===== config.mk =====
export PLATFORM = sky130hd
export DESIGN_NAME = prog_loader
export DESIGN_NICKNAME = d
export VERILOG_FILES = /design/src/rtl/loader_pkg.sv /design/src/rtl/byte_packer.sv /design/src/rtl/prog_loader.sv
export SDC_FILE = /design/constraint.sdc
export NUM_CORES = 1
export LEC_CHECK = 0
export ABC_CLOCK_PERIOD_IN_PS = 2100
export BUFFER_PORTS_ARGS = -buffer_cell sky130_fd_sc_hd__clkbuf_2
export CAP_MARGIN = 20
export CORE_UTILIZATION = 45
export CTS_BUF_LIST = sky130_fd_sc_hd__clkbuf_8
export CTS_CLUSTER_SIZE = 28
export DETAILED_ROUTE_END_ITERATION = 8
export HOLD_SLACK_MARGIN = 0.05
export PLACE_DENSITY = 0.77
export SLEW_MARGIN = 20
export SYNTH_ARGS = -nofsm -noshare
export SYNTH_HDL_FRONTEND = slang
export SYNTH_SLANG_ARGS = --single-unit

===== constraint.sdc =====
create_clock -name clk -period 2.1 [get_ports clk]
set_input_delay 0.42 -clock clk [delete_from_list [all_inputs] [get_ports clk]]
set_output_delay 0.42 -clock clk [all_outputs]
set_load 0.02 [all_outputs]

===== src/rtl/loader_pkg.sv =====
// Shared types and framing constants for the byte-stream program loader.
package loader_pkg;

    typedef enum logic [2:0] {
        ST_HDR0  = 3'd0,
        ST_HDR1  = 3'd1,
        ST_DATA  = 3'd2,
        ST_WRITE = 3'd3,
        ST_CSUM  = 3'd4,
        ST_DONE  = 3'd5,
        ST_ERR   = 3'd6
    } state_e;

    localparam int HDR_BYTES      = 2;
    localparam int BYTES_PER_WORD = 4;

    // Shortest possible frame in cycles: header, 4 bytes + 1 write cycle per word, checksum.
    function automatic int min_frame_cycles(input int n_words);
        return HDR_BYTES + (BYTES_PER_WORD + 1) * n_words + 1;
    endfunction

endpackage


===== src/rtl/byte_packer.sv =====
// Assembles four little-endian bytes into one 32-bit word.
module byte_packer
    import loader_pkg::*;
(
    input  logic        clk,
    input  logic        reset,
    input  logic        clear,
    input  logic        push,
    input  logic [7:0]  byte_in,
    output logic        word_valid,
    output logic [31:0] word
);

    logic [1:0]  cnt_q, cnt_d;
    logic [31:0] sr_q, sr_d;

    // Shift right so the first byte of a word lands in bits [7:0] after four pushes.
    always_comb begin
        cnt_d      = cnt_q;
        sr_d       = sr_q;
        word       = {byte_in, sr_q[31:8]};
        word_valid = push && (cnt_q == 2'(BYTES_PER_WORD - 1));
        if (clear) begin
            cnt_d = 2'd0;
            sr_d  = 32'd0;
        end else if (push) begin
            cnt_d = cnt_q + 2'd1;
            sr_d  = word;
        end
    end

    // Counter and assembly register.
    always_ff @(posedge clk) begin
        if (!reset) begin
            cnt_q <= 2'd0;
            sr_q  <= 32'd0;
        end else begin
            cnt_q <= cnt_d;
            sr_q  <= sr_d;
        end
    end

endmodule


===== src/rtl/prog_loader.sv =====
// Framed byte-stream loader: holds the CPU in reset and owns the memory port
// until a complete, checksum-verified program has been written.
//
// state | meaning
// HDR0  | waiting for word count low byte
// HDR1  | waiting for word count high byte, range-checked on accept
// DATA  | collecting payload bytes into the packer
// WRITE | one-cycle memory write of the assembled word
// CSUM  | waiting for the XOR checksum byte
// DONE  | load verified, CPU released, memory handed back
// ERR   | bad count or checksum, CPU held until reset
module prog_loader
    import loader_pkg::*;
#(
    parameter int Width = 32,
    parameter int DEPTH = 128
) (
    input  logic             clk,
    input  logic             reset,
    input  logic             in_valid,
    input  logic [7:0]       in_data,
    output logic             in_ready,
    output logic             ext_sel,
    output logic             mem_we,
    output logic [31:0]      mem_adr,
    output logic [Width-1:0] mem_wdata,
    output logic             cpu_hold,
    output logic             done,
    output logic             err
);

    localparam int IDX_W = $clog2(DEPTH);

    state_e             state_q, state_d;
    logic [7:0]         n_lo_q, n_lo_d;
    logic [15:0]        n_q, n_d;
    logic [IDX_W-1:0]   word_idx_q, word_idx_d;
    logic [7:0]         csum_q, csum_d;
    logic               mem_we_q, mem_we_d;
    logic [31:0]        mem_adr_q, mem_adr_d;
    logic [Width-1:0]   mem_wdata_q, mem_wdata_d;

    logic        accept;
    logic [15:0] hdr_n;
    logic        n_bad;
    logic        last_word;
    logic        pk_valid;
    logic [31:0] pk_word;

    assign accept    = in_valid && in_ready;
    assign hdr_n     = {in_data, n_lo_q};
    assign n_bad     = (hdr_n == 16'd0) || (hdr_n > 16'(DEPTH));
    assign last_word = (16'(word_idx_q) + 16'd1) == n_q;

    byte_packer u_packer (
        .clk        (clk),
        .reset      (reset),
        .clear      ((state_q == ST_HDR1) && accept),
        .push       ((state_q == ST_DATA) && accept),
        .byte_in    (in_data),
        .word_valid (pk_valid),
        .word       (pk_word)
    );

    // State register.
    always_ff @(posedge clk) begin
        if (!reset) state_q <= ST_HDR0;
        else        state_q <= state_d;
    end

    // Next-state logic.
    always_comb begin
        state_d = state_q;
        case (state_q)
            ST_HDR0:  if (accept) state_d = ST_HDR1;
            ST_HDR1:  if (accept) state_d = n_bad ? ST_ERR : ST_DATA;
            ST_DATA:  if (pk_valid) state_d = ST_WRITE;
            ST_WRITE: state_d = last_word ? ST_CSUM : ST_DATA;
            ST_CSUM:  if (accept) state_d = (in_data == csum_q) ? ST_DONE : ST_ERR;
            ST_DONE:  state_d = ST_DONE;
            ST_ERR:   state_d = ST_ERR;
            default:  state_d = ST_ERR;
        endcase
    end

    // Status outputs decoded from the registered state.
    always_comb begin
        in_ready = (state_q == ST_HDR0) || (state_q == ST_HDR1) ||
                   (state_q == ST_DATA) || (state_q == ST_CSUM);
        ext_sel  = (state_q != ST_DONE);
        cpu_hold = (state_q != ST_DONE);
        done     = (state_q == ST_DONE);
        err      = (state_q == ST_ERR);
    end

    // Datapath: count capture, checksum, word index and registered memory port.
    always_comb begin
        n_lo_d      = n_lo_q;
        n_d         = n_q;
        word_idx_d  = word_idx_q;
        csum_d      = csum_q;
        mem_we_d    = 1'b0;
        mem_adr_d   = mem_adr_q;
        mem_wdata_d = mem_wdata_q;
        case (state_q)
            ST_HDR0: if (accept) n_lo_d = in_data;
            ST_HDR1: begin
                if (accept) begin
                    n_d        = hdr_n;
                    word_idx_d = '0;
                    csum_d     = 8'd0;
                end
            end
            ST_DATA: begin
                if (accept) csum_d = csum_q ^ in_data;
                if (pk_valid) begin
                    mem_we_d    = 1'b1;
                    mem_wdata_d = Width'(pk_word);
                    mem_adr_d   = {{(32-IDX_W-2){1'b0}}, word_idx_q, 2'b00};
                end
            end
            ST_WRITE: if (!last_word) word_idx_d = word_idx_q + 1'b1;
            default: ;
        endcase
    end

    // Datapath registers.
    always_ff @(posedge clk) begin
        if (!reset) begin
            n_lo_q      <= 8'd0;
            n_q         <= 16'd0;
            word_idx_q  <= '0;
            csum_q      <= 8'd0;
            mem_we_q    <= 1'b0;
            mem_adr_q   <= 32'd0;
            mem_wdata_q <= '0;
        end else begin
            n_lo_q      <= n_lo_d;
            n_q         <= n_d;
            word_idx_q  <= word_idx_d;
            csum_q      <= csum_d;
            mem_we_q    <= mem_we_d;
            mem_adr_q   <= mem_adr_d;
            mem_wdata_q <= mem_wdata_d;
        end
    end

    assign mem_we    = mem_we_q;
    assign mem_adr   = mem_adr_q;
    assign mem_wdata = mem_wdata_q;

endmodule

==> results.md <==
* HP Class: in2reg
* Worst slack, placed at 61.09 ps
* Routability cong. at 0.8831
* Finished Layout Cells at 799
* Startpoint types: flip-flop
* Die Wd at 104.3 µm
* Max-slew violations at 0
* Sum Neg Setup Slack at 0 ps
* Period utilization at 95.47%
* Critical Path Max Stage Delay at 370 ps
* Synthesized-area fraction occupied by adder cells at 0.5315%
* Ys async rst share at 0%
* Clock Skew at 9.602 ps
* DIE AREA at 10880 µm²
* Share of post-route cells with drive strength above 1 at 16.67%
* Worst-Margin Slew at 583.1 ps
* Fin nets at 674
* CP max FO at 3
* Mapped Cells at 613
* Minimum clock period at 2005 ps
* Clk sinks at 108
* DR vias at 4203
* I/O Pins at 81
* Initial antenna violation count at 0
* Worst Path Required at 2380 ps
* Overall Global Routing Usage at 20.88%
* Power Total at 0.003803 W
* Final HPWL DP at 7643 µm
* F_max at 0.4988 GHz
* Vias in the first global route at 3909
* Xor and xnor area share after synthesis at 3.534%
* First-pass GRT wire length at 18440 µm
* Crit path DAT at 2290 ps
* Main synth FF type: dfxtp_1
* Clock Path Buffers at 2
* Clock transition at the registers of the reported paths at 100 ps
* Register area share after synthesis at 45.92%
* Root Buffer: clkbuf_8
* Synth Register Bits at 108
* Starting density of the core at 47.30%
* H-tree depth at 3
* Placed insts at 783
* Simple-gate share of the synthesized area at 24.71%
* Postcts setup bufs at 0
* Detailed-route wire length per cell at 13.57 µm
* Avg Cell Area, Syn at 7.681 µm²
* EDFF count, synth at 0
* P_leak at 1.986 nW
* Mapped cell area at 4708 µm²
* Multiplexer share of the synthesized area at 0%
* Fillcell total at 952
* Gr ovfl total at 0
* 1st-pass router iterations at 5
* Hold-fix buffers, CTS at 0
* Num rows at 36
* # setup viols final at 0
* Worst path top cell family by delay: compound AO/OA/AOI/OAI gates
* YS warnings at 0
* WP buf/inv at 0
* Slowest CP cell: dfxtp_4
* CTS tree: built
* RSZ-0062 raised after global routing: no
* Ant. Diodes at 0
* Cell chain of the critical path: ha_1 -> xnor2_1 -> nand4_1 -> a211oi_2 -> and4_4 -> nor2_2 -> o311a_1
* Setup CP Type: reg2reg
* Vias per inst at 5.260
* Max Cap Violations at 0
* Fin. Hold Viols at 0
* Status: finished, final reports clean
* Routed Antenna Nets at 0
* Clk Latency, worst-skew pair at 380 ps
* DRC violations left at 0
* DRT iter0 DRCs at 205
* Core area at 9955 µm²
* Worst Slack Setup Final at 95.20 ps
* CP Capture Type: flip-flop
* Pin count of the biggest net entering global routing at 43
* PwrDens at 713.8 nW/µm²
* Peak VDD IR at 0.0003602 V
* Die Ht at 104.3 µm
* Num CTS Buffers at 9
* Final Util at 53.52%
* Largest family of logic cells by synthesized area: simple AND/OR/NAND/NOR gates
* Input/output buffers at 55
* Synthesis-to-layout area growth at 13.15%
* Synth cell types at 52
* Compound-Gate Fraction of Synth Area at 16.50%
* Drt total wl at 10850 µm
* Max-slew headroom at 61.08%
* Reg2reg setup slack at 100 ps
stage by stage:
step	cell area, µm²	hold slack (ps)
after detailed placement	5101	447.6
after CTS	5289	371.0
after global placement	5101	443.0
after global routing	5328	391.1
after floorplan	4798	432.1
final	5328	389.1
final timing paths:
| path | depth (start not counted) | to | start |
|---|---|---|---|
| setup reg to reg | 7 | state_q[1] | word_idx_q[0] |
| hold / removal | 3 | n_lo_q[7] | in_data[7] |
| setup / recovery | 7 | state_q[1] | word_idx_q[0] |
| hold reg to reg | 2 | mem_wdata[4] | mem_wdata[4] |
layout make-up:
class                   instances  area (µm²)  area share, %
flip-flops and latches        108        2168          40.70
repair buffers                 82       531.8          9.981
well taps                     133       166.4          3.124
multi-input cells             455        2255          42.32
inverters                       5       18.77         0.3523
clock buffers                   9       123.9          2.325
clock inverters                 7       63.81          1.198
cell usage after synthesis (4+ instances only):
cell type,instances,area (µm²)
a21oi_1,92,460.4
buf_2,7,35.03
buf_4,27,202.7
clkbuf_1,29,108.9
dfxtp_1,108,2162
inv_1,4,15.01
nand2_1,193,724.4
nand3_1,10,50.05
nand4_1,5,31.28
nor2_1,24,90.09
nor3_1,6,30.03
nor4_1,8,50.05
o21a_1,8,60.06
o21ai_0,15,75.07
o21ai_1,5,25.02
xnor2_1,9,78.83
xor2_1,10,87.58
power by group:
part | total, W | switching (W) | internal (W)
registers | 0.00215 | 0.0000495 | 0.00210
clock network | 0.00120 | 0.000748 | 0.000451
logic | 0.000457 | 0.000308 | 0.000149
total | 0.00380 | 0.00111 | 0.00270
layout by cell type, fill, tap and decap left out, types with 3 or more instances in the layout:
cell type  count
a21oi_1       92
a31oi_1        3
buf_12         4
buf_4         22
clkbuf_2      55
clkbuf_8       9
conb_1        25
dfxtp_1      105
inv_1          5
nand2_1      193
nand3_1       10
nand4_1        5
nor2_1        23
nor2b_1        3
nor3_1         5
nor4_1         7
o21a_1         8
o21ai_0       15
o21ai_1        5
xnor2_1        8
xor2_1        10
layer usage:
metal	track usage (%)	routed length, µm	vias up
li1	-	-	2090
met1	25.95	4872	1971
met2	35.10	5249	125
met3	3.697	538	17
met4	9.388	184	0
met5	0	0	-
state kept, by name, indices dropped and copies added, names as in the netlist:
signal	cells
mem_adr	7
u_packer.sr_q	24
mem_we	1
csum_q	8
n_lo_q	8
u_packer.cnt_q	2
state_q	3
n_q	16
word_idx_q	7
mem_wdata	32
cell families (layout without fill, tap and decap cells):
| family | count (synthesis) | in the layout |
|---|---|---|
| adder cells (fa/ha/maj) | 2 | 2 |
| AND/OR/NAND/NOR | 270 | 270 |
| AO/OA/AOI/OAI | 139 | 139 |
| buffers and inverters | 74 | 103 |
| other | 1 | 25 |
| XOR/XNOR | 19 | 19 |
| flip-flops | 108 | 108 |
worst min-delay path, delay by kind of cell:
kind | cells | cell delay [ps]
buf+inv | 1 | 170
simple gates | 1 | 90
compound gates | 1 | 50
what timing repair did:
action / CTS / global route
setup endpoints to repair: 0 / 8
endpoints found under the hold margin: 0 / 0
gates resized for setup: 0 / 10
Note: power is estimated with default switching activity, not from simulation.
